===== config.mk =====
export PLATFORM = sky130hd
export DESIGN_NAME = snr_db_convert
export DESIGN_NICKNAME = d
export VERILOG_FILES = /design/src/rtl/snr_pkg.sv /design/src/rtl/snr_db_convert_msb_detect.sv /design/src/rtl/snr_db_convert.sv
export SDC_FILE = /design/constraint.sdc
export NUM_CORES = 1
export LEC_CHECK = 0
export ABC_AREA = 1
export BUFFER_PORTS_ARGS = -buffer_cell sky130_fd_sc_hd__clkbuf_2
export CAP_MARGIN = 20
export CORE_ASPECT_RATIO = 1.25
export CORE_MARGIN = 5
export CORE_UTILIZATION = 59
export CTS_CLUSTER_SIZE = 25
export DETAILED_ROUTE_END_ITERATION = 8
export MAX_ROUTING_LAYER = met4
export PLACE_DENSITY_LB_ADDON = 0.08
export SYNTH_ARGS = -nofsm -noshare
export SYNTH_HDL_FRONTEND = slang
export SYNTH_SLANG_ARGS = --single-unit

===== constraint.sdc =====
create_clock -name clk -period 5.9 [get_ports clk]
set_input_delay 0 -clock clk [delete_from_list [all_inputs] [get_ports clk]]
set_output_delay 0 -clock clk [all_outputs]
set_load 0.005 [all_outputs]

===== src/rtl/snr_pkg.sv =====
// rtl/snr_pkg.sv - shared widths, dB scale constant and FSM states for the SNR dB converter
package snr_pkg;

  // Default datapath widths
  localparam int DEF_IN_WIDTH   = 32;
  localparam int DEF_FRAC_BITS  = 8;
  localparam int DEF_MANT_WIDTH = 16;
  localparam int DEF_OUT_WIDTH  = 16;

  // 10*log10(2) in Q2.14, and the shift that removes its fraction
  localparam int LOG10_2_X10_Q14 = 49321;
  localparam int LOG10_2_SHIFT   = 14;
  localparam int LOG10_2_WIDTH   = 16;

  // Conversion sequence
  typedef enum logic [2:0] {
    ST_IDLE  = 3'd0,
    ST_NORM  = 3'd1,
    ST_FRAC  = 3'd2,
    ST_SCALE = 3'd3,
    ST_DONE  = 3'd4
  } snr_state_e;

endpackage


===== src/rtl/snr_db_convert_msb_detect.sv =====
// rtl/snr_db_convert_msb_detect.sv - leading-one priority encoder with all-zero flag
module msb_detect
  import snr_pkg::*;
#(
  parameter int IN_WIDTH = DEF_IN_WIDTH,
  localparam int IDX_W   = $clog2(IN_WIDTH)
) (
  input  logic [IN_WIDTH-1:0] x,
  output logic [IDX_W-1:0]    msb,
  output logic                zero
);

  // Scan upward so the highest set bit wins; msb is 0 when x is 0
  always_comb begin
    msb  = '0;
    zero = 1'b1;
    for (int i = 0; i < IN_WIDTH; i++) begin
      if (x[i]) begin
        msb  = IDX_W'(i);
        zero = 1'b0;
      end
    end
  end

endmodule


===== src/rtl/snr_db_convert.sv =====
// rtl/snr_db_convert.sv - iterative linear-ratio to signed fixed-point dB converter
module snr_db_convert
  import snr_pkg::*;
#(
  parameter int IN_WIDTH   = DEF_IN_WIDTH,
  parameter int FRAC_BITS  = DEF_FRAC_BITS,
  parameter int MANT_WIDTH = DEF_MANT_WIDTH,
  parameter int OUT_WIDTH  = DEF_OUT_WIDTH
) (
  input  logic                        clk,
  input  logic                        reset,
  input  logic                        start_db,
  input  logic [IN_WIDTH-1:0]         snr_linear,
  output logic signed [OUT_WIDTH-1:0] snr_db,
  output logic                        zero_in,
  output logic                        done_db
);

  localparam int IDX_W  = $clog2(IN_WIDTH);
  localparam int CNT_W  = (FRAC_BITS > 1) ? $clog2(FRAC_BITS) : 1;
  localparam int SQ_W   = 2 * MANT_WIDTH;
  localparam int L_W    = IDX_W + FRAC_BITS;
  localparam int PROD_W = L_W + LOG10_2_WIDTH + 1;

  localparam logic [CNT_W-1:0]     CNT_LOAD   = CNT_W'(FRAC_BITS - 1);
  localparam logic [PROD_W-1:0]    COEF       = PROD_W'(LOG10_2_X10_Q14);
  localparam logic [PROD_W-1:0]    ROUND_HALF = PROD_W'(1) << (LOG10_2_SHIFT - 1);
  localparam logic [OUT_WIDTH-1:0] DB_MIN     = {1'b1, {(OUT_WIDTH-1){1'b0}}};

  snr_state_e            state;
  logic [IN_WIDTH-1:0]   x_q;
  logic [IDX_W-1:0]      msb_q;
  logic [MANT_WIDTH-1:0] m_q;
  logic [FRAC_BITS-1:0]  frac_q;
  logic [CNT_W-1:0]      cnt_q;
  logic                  zero_q;

  logic [IDX_W-1:0]      msb_c;
  logic                  zero_c;
  logic [IDX_W-1:0]      shamt;
  logic [IN_WIDTH-1:0]   x_norm;
  logic [MANT_WIDTH-1:0] mant_c;
  logic [SQ_W-1:0]       sq;
  logic                  frac_bit;
  logic [MANT_WIDTH-1:0] m_next;
  logic [L_W-1:0]        l_val;
  logic [PROD_W-1:0]     prod;
  logic [OUT_WIDTH-1:0]  db_c;

  msb_detect #(.IN_WIDTH(IN_WIDTH)) u_msb_detect (
    .x    (x_q),
    .msb  (msb_c),
    .zero (zero_c)
  );

  // Normalise x so its leading one lands in the top bit; mantissa is Q1.(M-1) in [1,2)
  assign shamt  = IDX_W'(IN_WIDTH - 1) - msb_c;
  assign x_norm = x_q << shamt;
  assign mant_c = MANT_WIDTH'(x_norm >> (IN_WIDTH - MANT_WIDTH));

  // Squaring step: if m*m reaches 2 the fraction bit is 1 and the square is halved
  assign sq       = SQ_W'(m_q) * SQ_W'(m_q);
  assign frac_bit = sq[SQ_W-1];
  assign m_next   = frac_bit ? MANT_WIDTH'(sq >> MANT_WIDTH)
                             : MANT_WIDTH'(sq >> (MANT_WIDTH - 1));

  // log2 to dB: multiply by 10*log10(2), round half up, drop the constant's fraction
  assign l_val = {msb_q, frac_q};
  assign prod  = PROD_W'(l_val) * COEF + ROUND_HALF;
  assign db_c  = OUT_WIDTH'(prod >> LOG10_2_SHIFT);

  // Conversion FSM: capture, normalise, extract fraction bits, scale, then hold until start falls
  always_ff @(posedge clk) begin
    if (reset) begin
      state   <= ST_IDLE;
      x_q     <= '0;
      msb_q   <= '0;
      m_q     <= '0;
      frac_q  <= '0;
      cnt_q   <= '0;
      zero_q  <= 1'b0;
      snr_db  <= '0;
      zero_in <= 1'b0;
      done_db <= 1'b0;
    end else begin
      case (state)
        ST_IDLE: begin
          if (start_db) begin
            x_q   <= snr_linear;
            state <= ST_NORM;
          end
        end
        ST_NORM: begin
          msb_q  <= msb_c;
          m_q    <= mant_c;
          frac_q <= '0;
          cnt_q  <= CNT_LOAD;
          zero_q <= zero_c;
          state  <= zero_c ? ST_SCALE : ST_FRAC;
        end
        ST_FRAC: begin
          m_q    <= m_next;
          frac_q <= {frac_q[FRAC_BITS-2:0], frac_bit};
          if (cnt_q == '0) begin
            state <= ST_SCALE;
          end else begin
            cnt_q <= cnt_q - 1'b1;
          end
        end
        ST_SCALE: begin
          snr_db  <= zero_q ? DB_MIN : db_c;
          zero_in <= zero_q;
          done_db <= 1'b1;
          state   <= ST_DONE;
        end
        ST_DONE: begin
          if (!start_db) begin
            done_db <= 1'b0;
            state   <= ST_IDLE;
          end
        end
        default: state <= ST_IDLE;
      endcase
    end
  end

endmodule


Word level (Yosys, flattened, before mapping)

Cells that the tools add are included.

Output and inout port bits: 18
Input port bits: 35
Word-level logic and storage cells: 108
Register bits: 86

$mul: 2
Mux-type cells: 76
Equal/unequal tests: 8
Add/sub/neg operators: 3
Reduce and logical (&&, ||, !) cells: 8
Shift operators: 1

Operators by type and width:

| cell                   | count |
|---|---|
| $mux 5                 | 16 |
| $mux 1                 | 35 |
| $mul 16x16->32         | 1 |
| $mux 16                | 2 |
| $mux 4                 | 8 |
| $pmux 16 s2            | 1 |
| $shl 32x5->32          | 1 |
| $add 29x14->30 const B | 1 |
| $mul 13x16->29 const B | 1 |
| $mux 3                 | 8 |
| $pmux 8 s2             | 1 |
| $pmux 3 s5             | 1 |
| $ne 2x2->1 const B     | 4 |
| $eq 3x2->1 const B     | 2 |
| $logic_not 3->1        | 2 |
| $pmux 3 s2             | 1 |
| $reduce_and 2->1       | 3 |
| $sub 5x5->5 const A    | 1 |
| $mux 2                 | 2 |
| $reduce_bool 2->1      | 2 |
| $eq 3x1->1 const B     | 1 |
| $eq 3x3->1 const B     | 1 |
| $reduce_and 3->1       | 1 |
| $sub 3x1->3 const B    | 1 |
| $pmux 1 s2             | 1 |

Logic depth before layout (Yosys ltp)

Gate-level depths: netlist of run 1.

Word-level depth: 34
Depth in mapped cells: 41
Depth with buffers taken out: 40

Modules after synthesis

From an unflattened synthesis of run 1, not the netlist that was laid out.

Cell total of the unflattened synthesis: 2,387
Area total of the unflattened synthesis: 16,472.0 µm²

By module, submodules not included:

| module         | instances | area each (µm²) | cells each | sequential area each (µm²) |
|---|---|---|---|---|
| snr_db_convert | 1         | 16,040.4        | 2,279      | 1,721.7 |
| msb_detect     | 1         | 431.7           | 108        | 0.0 |

Least setup slack after synthesis of run 1

No wires, ideal clock.

Path type: flip-flop to flip-flop
From: register m_q[10]
To: register m_q[14]
Data required time: 5.776 ns
Library setup time: 0.124 ns
Path slack: -0.629 ns
Period minus slack after synthesis: 6.529 ns
Arrival time: 6.405 ns
Buffers on the path: 2
Cell stages (with the launch flop): 30
Cells stage by stage: dfxtp_1 > clkbuf_1 > clkbuf_1 > nand2_1 > fa_1 > inv_1 > fa_1 > fa_1 > fa_1 > inv_1 > fa_1 > fa_1 > inv_1 > ha_1 > nand4_1 > nor3_1 > a21oi_1 > o21ai_0 > nand2_1 > nand2_1 > nand3b_1 > nand3_1 > nand3_1 > nand2_1 > a21oi_1 > xnor2_1 > nand2_1 > clkinv_1 > a221oi_1 > a21oi_1

Word-level cells in the longest chain between the ends: 3

RTL lines:

| what                     | RTL line              | RTL |
|---|---|---|
| start: declaration       | snr_db_convert.sv:33  | `logic [MANT_WIDTH-1:0] m_q;` |
| start signal: assignment | snr_db_convert.sv:95  | `m_q <= mant_c;` |
| start signal: assignment | snr_db_convert.sv:102 | `m_q <= m_next;` |
| $mul 16x16->32           | snr_db_convert.sv:62  | `assign sq = SQ_W'(m_q) * SQ_W'(m_q);` |
| $mux 16                  | snr_db_convert.sv:64  | `assign m_next = frac_bit ? MANT_WIDTH'(sq >> MANT_WIDTH)` |
| $pmux 16 s2              | snr_db_convert.sv:86  | `case (state)` |

Every way passes these cells.
A chain may end at the register's enable or synchronous reset.

Worst setup path in the final report of run 1

From: register m_q[3]
To: register m_q[15]

The elaborated chain is that of the path after synthesis.

==> results of run 1 <==
-- Yosys cell counts (all sizes together) --
library cell  count
nand2           349
o221a             2
a31oi             5
a21boi            1
nand3           205
o311ai            1
a21oi           128
o221ai            3
nor4              2
xor2             14
clkbuf           61
ha              216
a21o              1
a41oi             2
o211ai            2
nor3             17
or2               3
buf              14
o21ai            85
nor2             56
xnor2            14
inv             454
clkinv            3
fa              189
a211oi            4
dfxtp            86
o21bai            5
nand3b            2
a221oi            8
nand4             4
-- timing repair --
item	4_1_cts	5_1_grt
hold endpoints to repair	33	0
hold buffers	33	0
pin swaps	17	13
endpoints found under the setup margin	17	18
gates resized for setup	48	34
gates cloned	2	0
buffers inserted	8	6
-- flip-flops by register name (all words and copies together) (netlist names) --
name and cells:
cnt_q 3, done_db 1, frac_q 8, m_q 16, msb_q 5, snr_db 16
state 3, x_q 32, zero_in 1, zero_q 1
-- worst paths after layout --
kind,startpoint,endpoint,slack [ns]
worst max register to register,m_q[3],m_q[15],-0.43
worst min register to register,snr_db[1],snr_db[1],0.46
worst min-delay path,reset,frac_q[0],0.26
worst max-delay path,m_q[3],m_q[15],-0.43
-- metal layers --
metal	global-route usage, %	routed length, um
met1	32.2	14400
met3	2.46	1330
met2	49.7	18700
met5	-	0
met4	9.23	1210
-- logic make-up (layout without fill, tap and decap cells) --
group | count (synthesis) | in the layout | share of synthesized area [%]
compound gates | 247 | 247 | 9.25
xor+xnor | 28 | 28 | 1.68
fa+ha+maj | 405 | 405 | 44.5
buf+inv | 532 | 699 | 14.1
flops | 86 | 86 | 11.8
simple gates | 638 | 638 | 18.7
-- layout make-up --
class	count	area (um2)
Tap cell	330	413
Multi-Input combinational cell	1318	11100
Timing Repair inverter	1	8.76
Timing Repair Buffer	225	1740
Fill cell	2037	7320
Sequential cell	86	1760
Clock inverter	5	57.6
Inverter	457	1730
Clock buffer	11	253
-- per-stage QoR --
step	hold slack, ns	util, %	TNS (ns)
after floorplan	0.156	-	-1.79
after global placement	0.276	65.6	-7.31
after detailed placement	0.283	65.6	-9.54
after CTS	0.286	69.3	-4.01
after global routing	0.310	70.0	-11.21
final	0.260	70.0	-5.57
-- power by group --
| group | switching [mW] | leakage [nW] | internal, mW |
|---|---|---|---|
| logic | 2.70 | 8.86 | 1.81 |
| registers | 0.124 | 0.712 | 0.677 |
| clock network | 0.239 | 0.155 | 0.351 |
| total | 3.07 | 9.73 | 2.83 |
==> summary.txt, run 1 <==
Core Region = 24400 um2
Inserted Clock Buffers = 9
Final #Nets = 2538
Portion of the post-synthesis area used by sequential elements = 11.8%
Unique cell type count in the Yosys netlist = 40
Number of rows in the core area = 64
Horizontal extent of the die = 151 um
Register bit total from synthesis = 86
Tightest Pin Transition = 0.963 ns
Clock latency at the later pin of the worst-skew pair = 0.35 ns
Violated checks = negative setup slack
Deepest level of the CTS H-tree = 3
Sink Count = 86
Total of buffers placed on input and output ports = 52
Cell with the largest stage delay on the worst path = sky130_fd_sc_hd__fa_1
Buffers and inverters on the worst path = 6
Static Leakage = 9.73 nW
Worst setup SP type = flip-flop
Top cell family by delay on the critical path = adder cells
Vias in the first global route = 13402
Clock slew at the register clock pins of the worst setup and hold paths = 0.07 ns
Die Ht = 186 um
Fraction of final layout cells with drive strength greater than 1 = 14.7%
Initial core utilization = 59.7%
Total inserted antenna cells = 0
Most common cell after layout, fill and taps aside = sky130_fd_sc_hd__inv_1
Share of the clock period used by the worst path after layout = 107%
Total global routing track utilization = 27.5%
Final setup violating endpoints = 17
Max Fclk = 158 MHz
Cell at the root of the clock tree = sky130_fd_sc_hd__clkbuf_16
Via density per instance = 5.36
Antenna violations before repair = 0
Largest net degree at the start of global routing = 65
Number of standard cells in the final layout excluding fillers = 2433
Detailed-placement wirelength estimate = 29200 um
Worst hold stages = 2
Area share of the largest cell type after synthesis = 26.0%
Cell accounting for the most synthesized area = sky130_fd_sc_hd__fa_1
Total vias in the final route = 13036
Cell Area, Placed = 16000 um2
Critical path type = reg -> reg
Pre-Repair DR Iteration Count = 7
Total die area = 28000 um2
Residual overflow from global routing = 0
Final Skew = 0.00946 ns
Category of the worst setup path capture point = flip-flop
TritonCTS clock tree = done
Data arrival time of the worst path = 6.60 ns
Post-Place Setup Slack = -0.606 ns
Required time worst endpoint = 6.17 ns
Ports placed on the boundary = 53
Hold Fails Final Rpt = 0
Remaining routing DRC violations = 0
CP most frequent cell = sky130_fd_sc_hd__fa_1
Max-slew violations = 0
Worst min-delay path class = in -> reg
Tot Pwr = 5.90 mW
Placed Cells incl. Taps = 2367
Detailed router's first-iteration violation count = 751
Mapped Nets = 2376
Final critical path time including I/O delays and setup = 6.33 ns
Worst VDD drop = 241 uV
Global-route wire length before repair = 61000 um
Area growth from synthesis to layout = 17.4%
Crit path largest cell delay = 0.56 ns
Avg WL per Cell = 14.7 um
Biggest area contributors in the synthesized netlist = sky130_fd_sc_hd__fa_1, sky130_fd_sc_hd__ha_1, sky130_fd_sc_hd__dfxtp_1, sky130_fd_sc_hd__inv_1, sky130_fd_sc_hd__nand2_1
Mapped Area = 14600 um2
Power per cell area = 345 nW/um2
Number of cells on the critical path = 28
Depth of the worst register-to-register path = 28
Worst slew margin = 35.6%
Avg Cell Area, Syn = 7.53 um2
Unrepaired setup endpoints after global routing = true
Critical-path maximum fanout = 8
Max capacitance violation total = 0
Final Wtd Congestion = 0.997
Most frequent cells in the layout = sky130_fd_sc_hd__inv_1, sky130_fd_sc_hd__nand2_1, sky130_fd_sc_hd__ha_1, sky130_fd_sc_hd__nand3_1, sky130_fd_sc_hd__fa_1
Final wirelength = 35700 um
Clock tree buffer depth = 2
Post-route worst setup slack = -0.425 ns
Syn Inst Count = 1936
Post-detailed-route count of antenna-violating nets = 0
Run status = finished with violations
Area of all placed cells without fillers = 17100 um2
Synth warn = 0
(Power assumes the default switching activity.)
==> run 2, diff against run 1 <==
CORE_UTILIZATION = 60   (was 59)
clock period = 6.8 ns   (was 5.9 ns; I/O delays follow)
==> run 2 against run 1 <==
The flow now finishes without violations; sequential power fell by 12%; clock skew is 0.00081 ns higher; sequential share of layout area is 0.65 points higher; worst hold slack gained 0.012 ns; cell count shrank 4.6%; non-clock buffer count fell by 108; critical endpoint is now m_q[14]; largest power group unchanged.
==> summary.txt, run 2 (synthesis gave the netlist of run 1 again) <==
Run status = complete, no violations
Tightest Pin Transition = 0.998 ns
CP most frequent cell = sky130_fd_sc_hd__fa_1
Remaining routing DRC violations = 0
Most common cell after layout, fill and taps aside = sky130_fd_sc_hd__inv_1
Core Region = 23800 um2
Static Leakage = 9.11 nW
Final critical path time including I/O delays and setup = 6.48 ns
Min-delay src = reset
Cell with the largest stage delay on the worst path = sky130_fd_sc_hd__fa_1
Top cell family by delay on the critical path = adder cells
Via density per instance = 5.36
Sink Count = 86
Number of rows in the core area = 63
Category of the worst setup path capture point = flip-flop
Final Wtd Congestion = 0.929
Critical-path maximum fanout = 10
Residual overflow from global routing = 0
Final wirelength = 33900 um
Worst min-delay path class = in -> reg
Total die area = 27500 um2
Cell at the root of the clock tree = sky130_fd_sc_hd__clkbuf_16
Data arrival time of the worst path = 6.72 ns
Final #Nets = 2430
Sequential cell fraction of total power = 15.3%
Horizontal extent of the die = 149 um
Critical path type = reg -> reg
Worst slew margin = 33.2%
Total inserted antenna cells = 0
Pre-Repair DR Iteration Count = 7
Hold Fails Final Rpt = 0
Register with the most flip-flops = x_q
Reg2Reg Capture Point = m_q[14]
Most frequent cells in the layout = sky130_fd_sc_hd__inv_1, sky130_fd_sc_hd__nand2_1, sky130_fd_sc_hd__ha_1, sky130_fd_sc_hd__nand3_1, sky130_fd_sc_hd__fa_1
Max Fclk = 154 MHz
DR WL met2 = 18100 um
Net switching power = 2.48 mW
Number of standard cells in the final layout excluding fillers = 2320
Initial core utilization = 61.2%
Number of flip-flops under the largest register name = 32
Buffers and inverters on the worst path = 4
Avg WL per Cell = 14.6 um
DRT met1 WL = 13900 um
Clock latency at the later pin of the worst-skew pair = 0.35 ns
Total vias in the final route = 12426
Total global routing track utilization = 26.9%
Leading registers by flop count = x_q (32), m_q (16), snr_db (16)
Worst hold stages = 2
Area growth from synthesis to layout = 9.38%
Crit path largest cell delay = 0.59 ns
Top sig layer = met4
Max capacitance violation total = 0
TritonCTS clock tree = done
Required time worst endpoint = 7.04 ns
Capture endpoint of the worst hold path = zero_q
Detailed-placement wirelength estimate = 27700 um
Combinational share of power = 73.2%
Cell Area, Placed = 15100 um2
Worst VDD drop = 222 uV
Die Ht = 184 um
Detail Route met3 WL = 1190 um
Vias in the first global route = 12798
Ports placed on the boundary = 53
Detailed router's first-iteration violation count = 806
Antenna violations before repair = 0
Final setup violating endpoints = 0
Power per cell area = 289 nW/um2
Max-slew violations = 0
Inserted Clock Buffers = 9
Deepest level of the CTS H-tree = 3
Depth of the worst register-to-register path = 26
Final Skew = 0.0103 ns
Switching part of the total = 53.8%
Total of buffers placed on input and output ports = 52
Largest net degree at the start of global routing = 65
Clock tree buffer depth = 2
Clock slew at the register clock pins of the worst setup and hold paths = 0.07 ns
Fraction of final layout cells with drive strength greater than 1 = 7.47%
Share of the clock period used by the worst path after layout = 95.3%
Worst setup SP type = flip-flop
Internal cell power = 2.13 mW
Global-route wire length before repair = 59300 um
Placed Cells incl. Taps = 2268
Startpoint of the worst-slack reg-to-reg timing path = m_q[3]
Portion of total power attributed to the clock network = 11.5%
Area of all placed cells without fillers = 15900 um2
Flop2flop setup slack = 0.32 ns
# fillers = 2113
Post-detailed-route count of antenna-violating nets = 0
-- run 2: worst max path at each step --
stage                     cells after the start  slack, ns    start       to
after floorplan                              29       0.27  m_q[10]  m_q[14]
after global placement                       28       0.19   m_q[8]   m_q[3]
after detailed placement                     28       0.03   m_q[8]  m_q[14]
after CTS                                    28      0.008   m_q[8]   m_q[3]
after global routing                         31      -0.03   m_q[2]   m_q[6]
final                                        26       0.32   m_q[3]  m_q[14]
-- run 2: timing repair --
action	4_1_cts	5_1_grt
endpoints found under the setup margin	0	17
hold buffers	33	0
resized for setup	0	41
hold endpoints to repair	33	0
buffers inserted	0	1
-- run 2: layer usage --
metal	track usage [%]	vias up
li1	-	6149
met5	-	-
met3	2.41	66
met2	49.2	276
met1	31.8	5935
met4	6.45	0
-- run 2: through the flow --
step	power [mW]	TNS (ns)	util, %	hold slack, ns	setup slack, ns
global route	5.14	-0.190	66.9	0.320	-0.0292
global placement	3.93	0	63.6	0.274	0.189
floorplan	3.14	0	-	0.156	0.271
finish	4.61	0	66.9	0.271	0.320
detailed placement	4.00	0	63.6	0.282	0.0287
CTS	4.57	0	66.3	0.268	0.00762
-- run 2: power by group through the flow --
stage	Sequential [mW]	Clock [mW]	Combinational (mW)
finish	0.703	0.530	3.37
global route	0.712	0.563	3.87
CTS	0.692	0.539	3.34
detailed placement	0.703	0	3.30
global placement	0.699	0	3.23
floorplan	0.632	0	2.51
-- run 2: cell type report --
| class | count | area, um2 | area share (%) |
|---|---|---|---|
| Timing Repair inverter | 1 | 7.51 | 0.0471 |
| Timing Repair Buffer | 117 | 862 | 5.41 |
| Clock buffer | 12 | 267 | 1.67 |
| Clock inverter | 4 | 52.6 | 0.330 |
| Sequential cell | 86 | 1740 | 10.9 |
| Multi-Input combinational cell | 1318 | 10900 | 68.3 |
| Inverter | 457 | 1720 | 10.8 |
| Tap cell | 325 | 407 | 2.55 |
